==> config.mk <==
export PLATFORM = sky130hd
export DESIGN_NAME = mvprod_chunk_sequencer_flat
export DESIGN_NICKNAME = d
export VERILOG_FILES = /design/src/rtl/mvprod_chunk_sequencer_if.sv /design/src/rtl/mvprod_chunk_sequencer.sv /design/src/flat_wrapper.sv
export SDC_FILE = /design/constraint.sdc
export NUM_CORES = 1
export LEC_CHECK = 0
export ABC_AREA = 1
export ABC_CLOCK_PERIOD_IN_PS = 2650
export CAP_MARGIN = 20
export CORE_MARGIN = 3
export CORE_UTILIZATION = 58
export DETAILED_ROUTE_END_ITERATION = 8
export PLACE_DENSITY = 0.77
export SLEW_MARGIN = 20
export SYNTH_ARGS = -nofsm -noshare
export SYNTH_HDL_FRONTEND = slang
export SYNTH_SLANG_ARGS = --single-unit
==> constraint.sdc <==
create_clock -name clk_in -period 2.65 [get_ports clk_in]
set_input_delay 0.795 -clock clk_in [delete_from_list [all_inputs] [get_ports clk_in]]
set_output_delay 0.795 -clock clk_in [all_outputs]
set_load 0.02 [all_outputs]
==> src/rtl/mvprod_chunk_sequencer_if.sv <==
// Handshake bundle between mvprod_chunk_sequencer, its byte streams and one MVProd engine.
// slave = sequencer side, master = surrounding environment side.
`timescale 1ns/1ps

interface mvprod_chunk_sequencer_if #(
    parameter int WORKING_REGS = 4
);
    logic                        load_valid;
    logic signed [7:0]           load_data;
    logic                        load_ready;
    logic                        mv_in_data_ready;
    logic [WORKING_REGS*8-1:0]   mv_in_data;
    logic                        mv_req_chunk_in;
    logic                        mv_req_chunk_ptr_rst;
    logic                        mv_req_chunk_out;
    logic signed [7:0]           mv_write_out_data;
    logic                        mv_out_vector_valid;
    logic                        res_valid;
    logic signed [7:0]           res_data;
    logic                        res_ready;
    logic                        busy;
    logic [1:0]                  err;

    modport slave (
        input  load_valid, load_data,
        input  mv_req_chunk_in, mv_req_chunk_ptr_rst, mv_req_chunk_out,
        input  mv_write_out_data, mv_out_vector_valid,
        input  res_ready,
        output load_ready, mv_in_data_ready, mv_in_data,
        output res_valid, res_data, busy, err
    );

    modport master (
        output load_valid, load_data,
        output mv_req_chunk_in, mv_req_chunk_ptr_rst, mv_req_chunk_out,
        output mv_write_out_data, mv_out_vector_valid,
        output res_ready,
        input  load_ready, mv_in_data_ready, mv_in_data,
        input  res_valid, res_data, busy, err
    );
endinterface

==> src/rtl/mvprod_chunk_sequencer.sv <==
// Buffers an input vector, feeds it to one MVProd engine chunk by chunk, collects and drains the result.
// Optional RUN inactivity watchdog: define MVSEQ_WATCHDOG_EN.
`timescale 1ns/1ps

// state | meaning
// IDLE  | waiting for the first input byte
// LOAD  | collecting the remaining input bytes
// RUN   | MVProd computing; chunks served, output bytes captured
// DRAIN | result vector streamed out over res_valid/res_ready
module mvprod_chunk_sequencer #(
    parameter int IN_LEN          = 16,
    parameter int OUT_LEN         = 8,
    parameter int WORKING_REGS    = 4,
    parameter int WATCHDOG_CYCLES = 1024
) (
    input  logic                     clk_in,
    input  logic                     rst_in,
    mvprod_chunk_sequencer_if.slave  bus
);
    localparam int NCHUNK  = IN_LEN / WORKING_REGS;
    localparam int CHUNK_W = WORKING_REGS * 8;
    localparam int CP_W    = (NCHUNK > 1) ? $clog2(NCHUNK) : 1;
    localparam int LN_W    = (WORKING_REGS > 1) ? $clog2(WORKING_REGS) : 1;
    localparam int WR_W    = $clog2(OUT_LEN + 1);
    localparam int DR_W    = (OUT_LEN > 1) ? $clog2(OUT_LEN) : 1;

    localparam logic [CP_W-1:0] LAST_CHUNK = CP_W'(NCHUNK - 1);
    localparam logic [LN_W-1:0] LAST_LANE  = LN_W'(WORKING_REGS - 1);
    localparam logic [WR_W-1:0] OUT_FULL   = WR_W'(OUT_LEN);
    localparam logic [DR_W-1:0] LAST_DR    = DR_W'(OUT_LEN - 1);

    if ((IN_LEN % WORKING_REGS) != 0 || OUT_LEN < 1 || WATCHDOG_CYCLES < 1) begin : g_cfg_check
        $error("mvprod_chunk_sequencer: invalid parameter set");
    end

    typedef enum logic [1:0] {S_IDLE, S_LOAD, S_RUN, S_DRAIN} state_t;

    state_t              state;
    logic [CHUNK_W-1:0]  in_buf [NCHUNK];
    logic [7:0]          out_buf [OUT_LEN];

    // ld_idx is kept split into chunk/lane so the buffer write needs no multiply
    logic [CP_W-1:0]     ld_chunk;
    logic [LN_W-1:0]     ld_lane;
    logic [CP_W-1:0]     rd_ptr;
    logic [WR_W-1:0]     wr_idx;
    logic [DR_W-1:0]     dr_idx;

    logic                load_ready_q;
    logic                start_q;
    logic                res_valid_q;
    logic                busy_q;
    logic                err_cnt_q;
    logic                err_wd;

    logic                load_acc;
    logic                ld_last;
    logic                cap_req;
    logic                cap_ok;
    logic [WR_W-1:0]     wr_idx_post;
    logic [CP_W-1:0]     rd_ptr_inc;

    assign load_acc    = bus.load_valid & load_ready_q;
    assign ld_last     = (ld_chunk == LAST_CHUNK) && (ld_lane == LAST_LANE);
    assign cap_req     = (state == S_RUN) && bus.mv_req_chunk_out;
    assign cap_ok      = cap_req && (wr_idx != OUT_FULL);
    assign wr_idx_post = cap_ok ? wr_idx + 1'b1 : wr_idx;
    assign rd_ptr_inc  = (rd_ptr == LAST_CHUNK) ? '0 : rd_ptr + 1'b1;

`ifdef MVSEQ_WATCHDOG_EN
    localparam int WD_W = (WATCHDOG_CYCLES > 1) ? $clog2(WATCHDOG_CYCLES) : 1;
    localparam logic [WD_W-1:0] WD_LAST = WD_W'(WATCHDOG_CYCLES - 1);

    logic [WD_W-1:0] wd_cnt;
    logic            err_wd_q;
    logic            wd_activity;

    assign wd_activity = bus.mv_req_chunk_in | bus.mv_req_chunk_ptr_rst | bus.mv_req_chunk_out;
    assign err_wd      = err_wd_q;
`else
    assign err_wd = 1'b0;
`endif

    always_ff @(posedge clk_in or posedge rst_in) begin
        if (rst_in) begin
            state        <= S_IDLE;
            ld_chunk     <= '0;
            ld_lane      <= '0;
            rd_ptr       <= '0;
            wr_idx       <= '0;
            dr_idx       <= '0;
            load_ready_q <= 1'b1;
            start_q      <= 1'b0;
            res_valid_q  <= 1'b0;
            busy_q       <= 1'b0;
            err_cnt_q    <= 1'b0;
`ifdef MVSEQ_WATCHDOG_EN
            wd_cnt       <= '0;
            err_wd_q     <= 1'b0;
`endif
        end else begin
            case (state)
                S_IDLE, S_LOAD: begin
                    if (load_acc) begin
                        busy_q <= 1'b1;
                        if (ld_last) begin
                            ld_chunk     <= '0;
                            ld_lane      <= '0;
                            rd_ptr       <= '0;
                            wr_idx       <= '0;
                            load_ready_q <= 1'b0;
                            start_q      <= 1'b1;
                            state        <= S_RUN;
`ifdef MVSEQ_WATCHDOG_EN
                            wd_cnt       <= '0;
`endif
                        end else begin
                            state <= S_LOAD;
                            if (ld_lane == LAST_LANE) begin
                                ld_lane  <= '0;
                                ld_chunk <= ld_chunk + 1'b1;
                            end else begin
                                ld_lane <= ld_lane + 1'b1;
                            end
                        end
                    end
                end

                S_RUN: begin
                    start_q <= 1'b0;
                    // MVProd captures chunk 0 on the start edge, so the pointer moves there too
                    if (bus.mv_req_chunk_ptr_rst)
                        rd_ptr <= '0;
                    else if (start_q || bus.mv_req_chunk_in)
                        rd_ptr <= rd_ptr_inc;

                    if (cap_req) begin
                        wr_idx <= wr_idx_post;
                        if (!cap_ok)
                            err_cnt_q <= 1'b1;
                    end

                    if (bus.mv_out_vector_valid) begin
                        if (wr_idx_post != OUT_FULL)
                            err_cnt_q <= 1'b1;
                        state       <= S_DRAIN;
                        dr_idx      <= '0;
                        res_valid_q <= 1'b1;
                    end
`ifdef MVSEQ_WATCHDOG_EN
                    else if (wd_activity) begin
                        wd_cnt <= '0;
                    end else if (wd_cnt == WD_LAST) begin
                        err_wd_q    <= 1'b1;
                        state       <= S_DRAIN;
                        dr_idx      <= '0;
                        res_valid_q <= 1'b1;
                    end else begin
                        wd_cnt <= wd_cnt + 1'b1;
                    end
`endif
                end

                S_DRAIN: begin
                    if (res_valid_q && bus.res_ready) begin
                        if (dr_idx == LAST_DR) begin
                            dr_idx       <= '0;
                            res_valid_q  <= 1'b0;
                            busy_q       <= 1'b0;
                            load_ready_q <= 1'b1;
                            state        <= S_IDLE;
                        end else begin
                            dr_idx <= dr_idx + 1'b1;
                        end
                    end
                end

                default: state <= S_IDLE;
            endcase
        end
    end

    // Buffers are plain storage: reset leaves their contents alone
    always_ff @(posedge clk_in) begin
        if (load_acc) begin
            for (int c = 0; c < NCHUNK; c++) begin
                for (int j = 0; j < WORKING_REGS; j++) begin
                    if (ld_chunk == CP_W'(c) && ld_lane == LN_W'(j))
                        in_buf[c][j*8 +: 8] <= bus.load_data;
                end
            end
        end
    end

    always_ff @(posedge clk_in) begin
        if (cap_ok)
            out_buf[wr_idx[DR_W-1:0]] <= bus.mv_write_out_data;
    end

    assign bus.load_ready       = load_ready_q;
    assign bus.mv_in_data_ready = start_q;
    assign bus.mv_in_data       = in_buf[rd_ptr];
    assign bus.res_valid        = res_valid_q;
    assign bus.res_data         = out_buf[dr_idx];
    assign bus.busy             = busy_q;
    assign bus.err              = {err_wd, err_cnt_q};
endmodule

==> src/flat_wrapper.sv <==
// flat-port wrapper written by rule: the top's interface ports become plain ports
module mvprod_chunk_sequencer_flat 
#(
    parameter int IN_LEN          = 16,
    parameter int OUT_LEN         = 8,
    parameter int WORKING_REGS    = 4,
    parameter int WATCHDOG_CYCLES = 1024
)
  (clk_in, rst_in, bus_load_valid, bus_load_data, bus_mv_req_chunk_in, bus_mv_req_chunk_ptr_rst, bus_mv_req_chunk_out, bus_mv_write_out_data, bus_mv_out_vector_valid, bus_res_ready, bus_load_ready, bus_mv_in_data_ready, bus_mv_in_data, bus_res_valid, bus_res_data, bus_busy, bus_err);
  mvprod_chunk_sequencer_if #(.WORKING_REGS(WORKING_REGS)) bus_i ();
  input  logic clk_in;
  input  logic rst_in;
  input wire logic [$bits(bus_i.load_valid)-1:0] bus_load_valid;
  input wire logic [$bits(bus_i.load_data)-1:0] bus_load_data;
  input wire logic [$bits(bus_i.mv_req_chunk_in)-1:0] bus_mv_req_chunk_in;
  input wire logic [$bits(bus_i.mv_req_chunk_ptr_rst)-1:0] bus_mv_req_chunk_ptr_rst;
  input wire logic [$bits(bus_i.mv_req_chunk_out)-1:0] bus_mv_req_chunk_out;
  input wire logic [$bits(bus_i.mv_write_out_data)-1:0] bus_mv_write_out_data;
  input wire logic [$bits(bus_i.mv_out_vector_valid)-1:0] bus_mv_out_vector_valid;
  input wire logic [$bits(bus_i.res_ready)-1:0] bus_res_ready;
  output wire logic [$bits(bus_i.load_ready)-1:0] bus_load_ready;
  output wire logic [$bits(bus_i.mv_in_data_ready)-1:0] bus_mv_in_data_ready;
  output wire logic [$bits(bus_i.mv_in_data)-1:0] bus_mv_in_data;
  output wire logic [$bits(bus_i.res_valid)-1:0] bus_res_valid;
  output wire logic [$bits(bus_i.res_data)-1:0] bus_res_data;
  output wire logic [$bits(bus_i.busy)-1:0] bus_busy;
  output wire logic [$bits(bus_i.err)-1:0] bus_err;
  assign bus_i.load_valid = bus_load_valid;
  assign bus_i.load_data = bus_load_data;
  assign bus_i.mv_req_chunk_in = bus_mv_req_chunk_in;
  assign bus_i.mv_req_chunk_ptr_rst = bus_mv_req_chunk_ptr_rst;
  assign bus_i.mv_req_chunk_out = bus_mv_req_chunk_out;
  assign bus_i.mv_write_out_data = bus_mv_write_out_data;
  assign bus_i.mv_out_vector_valid = bus_mv_out_vector_valid;
  assign bus_i.res_ready = bus_res_ready;
  assign bus_load_ready = bus_i.load_ready;
  assign bus_mv_in_data_ready = bus_i.mv_in_data_ready;
  assign bus_mv_in_data = bus_i.mv_in_data;
  assign bus_res_valid = bus_i.res_valid;
  assign bus_res_data = bus_i.res_data;
  assign bus_busy = bus_i.busy;
  assign bus_err = bus_i.err;
  mvprod_chunk_sequencer #(.IN_LEN(IN_LEN), .OUT_LEN(OUT_LEN), .WORKING_REGS(WORKING_REGS), .WATCHDOG_CYCLES(WATCHDOG_CYCLES)) u_core (.clk_in(clk_in), .rst_in(rst_in), .bus(bus_i));
endmodule
# After elaboration in Yosys (flattened, before gate mapping)
# Memories as Yosys holds them, arrays and structs flattened.
# Cells that the tools add are included.
# op_classes
bitwise	1
n_eq_ne	20
n_reduce_logical	41
n_mux	102
n_addsub	5
# op_table
operator	count
$mux 32	3
$reduce_or 32->1	3
$mux 1	64
$mux 2	17
$mux 4	7
$reduce_and 4->1	5
$logic_and 1x1->1	19
$eq 2x2->1 const B	7
$ne 2x1->1 const B	5
$mux 3	3
$reduce_and 3->1	3
$ne 4x4->1 const B	2
$pmux 1 s2	4
$pmux 4 s2	1
$reduce_bool 2->1	4
$add 2x1->2 const B	3
$eq 2x1->1 const B	3
$logic_not 2->1	3
$pmux 2 s3	1
$pmux 3 s2	1
$reduce_and 5->1	1
$add 4x1->4 const B	1
$pmux 2 s2	1
$add 3x1->3 const B	1
7 further kinds	7
# word_totals
output_inout_bits	46
input_bits	24
ram_bits	192
reg_bits	20
n_memories	2
word_cells	182
# mem_list
memory	depth	word_bits	read_ports	rd_ports_with_merged_regs	wr	line_no	text
u_core.in_buf	4	32	1	0	1	mvprod_chunk_sequencer.sv:39	logic [CHUNK_W-1:0] in_buf [NCHUNK];
u_core.out_buf	8	8	1	0	1	mvprod_chunk_sequencer.sv:40	logic [7:0] out_buf [OUT_LEN];

# Logic depth before layout (Yosys ltp)
# logic_depth
depth_word	9
depth_mapped	11
depth_no_buf	11

# Worst setup path before layout
# Ideal clock, no wire load.
# synth_timing
path_type	flip-flop to output port
startpoint	register u_core.dr_idx[0]
endpoint	output bus_res_data[3]
required_time_ns	1.855
setup_slack_ns	0.488
t_arrival_ns	1.367
path_stages_with_launch	7
path_buffers	1
cell_sequence	dfrtp_1 > inv_1 > buf_2 > nor2_1 > o21ai_0 > a21oi_1 > a31oi_1
# synth_between
elab_chain_cells	1
# synth_rtl
element	line_no	text
start, declared	mvprod_chunk_sequencer.sv:47	logic [DR_W-1:0] dr_idx;
start signal, assigned	mvprod_chunk_sequencer.sv:173	dr_idx <= dr_idx + 1'b1;
$mem_v2 8x8	-	
end, declared	flat_wrapper.sv:25	output wire logic [$bits(bus_i.res_data)-1:0] bus_res_data;
# No other way between the ends.

# Worst setup path after layout
# layout_timing
startpoint	register u_core.dr_idx[0]
endpoint	output bus_res_data[0]
# Same word-level chain as after synthesis.

==> results.md <==
- Top-count cell post-synth: edfxtp_1
- Starting Density: between 60% and 70%
- Setup Skew: about 0.0075 ns
- Netlist Area Pre-Place: roughly 8500 sq um
- Worst reg2reg path depth: 8
- Pre-Repair DR Iteration Count: 5
- Routed length per instance: 19.2 um
- Hold depth: 2
- Num CTS Buffers: 22
- Final period utilization: 100%
- Synth cell count leaders: edfxtp_1, nor2_1, o21ai_0
- Syn_nets: between 700 and 800
- Synth warnings: 0
- Fillers: ~890
- GRT Total Usage: a little under a quarter
- Final min period: 2.65 ns
- DRT iter0 DRCs: 427
- WL final: 18800 um
- # clock sinks: 212
- Rows: 43
- Die H: about 130 um
- Layout cells sized above 1: between 10% and 20%
- Outcome: finished with violations
- Clock Tree Buf Depth: 3
- Seq/Total Area, Yosys: about three quarters
- Post-route cell area: 10300 sq um
- Initial antenna violation count: 0
- Hold Path Sink: u_core.err_cnt_q
- CTS root buffer: clkbuf_16
- Max Fclk: approximately 380 MHz
- Fin worst setup slack: -0.00122 ns
- Final GP Congestion: 0.895
- Dominant cell type by area after synthesis: edfxtp_1
- Reg2reg setup slack: between 0.6 and 0.7 ns
- Worst R2R End: u_core.out_buf[0][5]
- Yosys reg bits: ~210
- Hold Path Class: reg2reg
- Worst-margin pin slew: 0.820 ns
- Max FO, Critical Path: 13
- Cells after synthesis: slightly below 700
- Setup Viol. Count Final: 1
- First-pass GRT wire length: roughly 29000 um
- GRT overflow: 0
- Ant. Diodes: 0
- WP data required: around 1.9 ns
- Area growth syn-to-layout: 22.2%
- Vias/cell: roughly 6
- Net count, final: a little over 800
- Core area: about 14000 sq um
- Critical register-to-register path startpoint: u_core.wr_idx[1]
- Peak supply drop: between 0.5 and 0.6 mV
- P per Cell Area: ~640 nW/um^2
- Die area: between 15000 and 20000 sq um
- Top cells by area, synth: edfxtp_1, o21ai_0, nor2_1
- Final Hold Vio Count: 0
- Largest net degree at the start of global routing: 52
- Worst-Skew Late Latency: just under 0.5 ns
- RSZ-0062 raised after global routing: yes
- Relative slew slack: a little under half
- Max Transition Viols Final: 0
- Leak Pwr: 3.83 nW
- Synth top area share: 68.2%
- Die width: 127 um
- Vias: between 5k and 6k
- Post-synth EDFFs: between 150 and 200
- Antenna-violating nets left: 0
- DRC violations left: 0
- # IOs: 70
- CP endpoint kind: output pin
- Critical path type: reg2out
- Syn Area/Cell: approximately 12 sq um
- Power Total: between 6 and 7 mW
- Post-synth cell types: 26
- Vias in the first global route: around 5.8k
- # Max-Cap Violations: 0
- Clock slew at reported path FFs: 0.06 ns
- Crit path from: u_core.dr_idx[0]
- Violated checks: setup timing
- Port Buf Inserts: a little under 70
- Async SR Flop Fraction: a little under a tenth
- Area after DPL: ~9600 sq um
- Hpwl dp: 11600 um
- CP arrival: approximately 1.9 ns
- H-Tree Depth: 1
- Ys flop type: edfxtp_1
- CP Launch Type: flop
- Hold path start: u_core.err_cnt_q
- CTS tree: yes
[critical path, cell delays in order, from the launching register on]
cell,delay (ns)
dfrtp_2,0.47
buf_6,0.18
o21ai_0,0.11
o21ai_1,0.13
a21oi_1,0.05
a31oi_1,0.23
buf_4,0.19
[repair_timing]
action                     in CTS  in global routing
setup endpoints to repair      40                 39
hold buffers                    0                  0
gates resized for setup       110                 70
setup buffers                   1                  1
cloned                          2                  4
pin swaps                       2                  8
[routing by layer]
metal	vias to the layer above	part of all wire, %	global-route usage [%]
li1	2647	-	-
met1	2751	39	28.3
met2	279	51	40.1
met3	49	7.7	3.37
met4	0	2.6	8.58
met5	-	0	0
[flip-flops by register name, summed over array words and instances (netlist names)]
signal / count
u_core.in_buf: 128
u_core.wr_idx: 4
u_core.err_cnt_q: 1
u_core.state: 2
u_core.rd_ptr: 2
u_core.bus.load_ready: 1
u_core.bus.busy: 1
u_core.dr_idx: 3
u_core.ld_chunk: 2
u_core.bus.mv_in_data_ready: 1
u_core.bus.res_valid: 1
u_core.out_buf: 64
u_core.ld_lane: 2
[power by group]
part | internal, mW | switching [mW]
Sequential | 3.65 | 0
Combinational | 0.0304 | 0.0577
Clock | 1.67 | 1.17
[area by class of cell]
cell class                 count  area, sq um  share of cell area, %
clock inverter                 9         71.3                  0.690
timing repair buffer         116         1070                   10.4
sequential                   212         6270                   60.7
inverter                      30          120                   1.16
tap                          180          225                   2.18
multi-input combinational    405         1980                   19.2
clock buffer                  28          594                   5.75
[stage by stage]
stage,std cells,util (%),worst slack (ns),TNS [ns],hold WS (ns)
global placement,936,68.2,0.130,0,0.470
global route,980,73.3,-0.0926,-0.377,0.524
CTS,976,73.1,-0.0269,-0.0369,0.499
finish,980,73.3,-0.00122,-0.00122,0.485
floorplan,677,-,0.488,0,0.440
detailed placement,936,68.2,0.0688,0,0.485
[logic make-up after synthesis]
| logic type | after synthesis | share of synthesized area, % |
|---|---|---|
| DFF | 212 | 74.1 |
| AOI/OAI and AO/OA | 164 | 10.3 |
| buffers and inverters | 60 | 2.90 |
| adders and majority gates | 13 | 1.92 |
| other | 1 | 0.0443 |
| and+or+nand+nor | 227 | 10.7 |
[cells in the final DEF (no fill, tap or decap), drive strengths merged]
cell type and instances:
conb 1, dfstp 1, clkinvlp 1, nand3 12, ha 13, a21oi 12
dlygate4sd2 1, o22ai 33, nand4 3, clkinv 8, a31oi 8, nand2 71
clkdlybuf4s50 28, bufinv 1, nor2 135, clkdlybuf4s15 10, dfrtp 19, inv 29
clkbuf 45, nor3 6, buf 60, o21ai 111, edfxtp 192
[worst max-delay path by stage]
stage / endpoint / slack, ns / cells past startpoint
after CTS: bus_res_data[6] / -0.03 / 7
after global routing: bus_res_data[2] / -0.09 / 6
after detailed placement: bus_res_data[6] / 0.07 / 7
final: bus_res_data[0] / -0.001 / 6
after global placement: bus_res_data[0] / 0.13 / 7
after floorplan: bus_res_data[3] / 0.49 / 6
No activity file was read; power rests on OpenSTA's default activity.
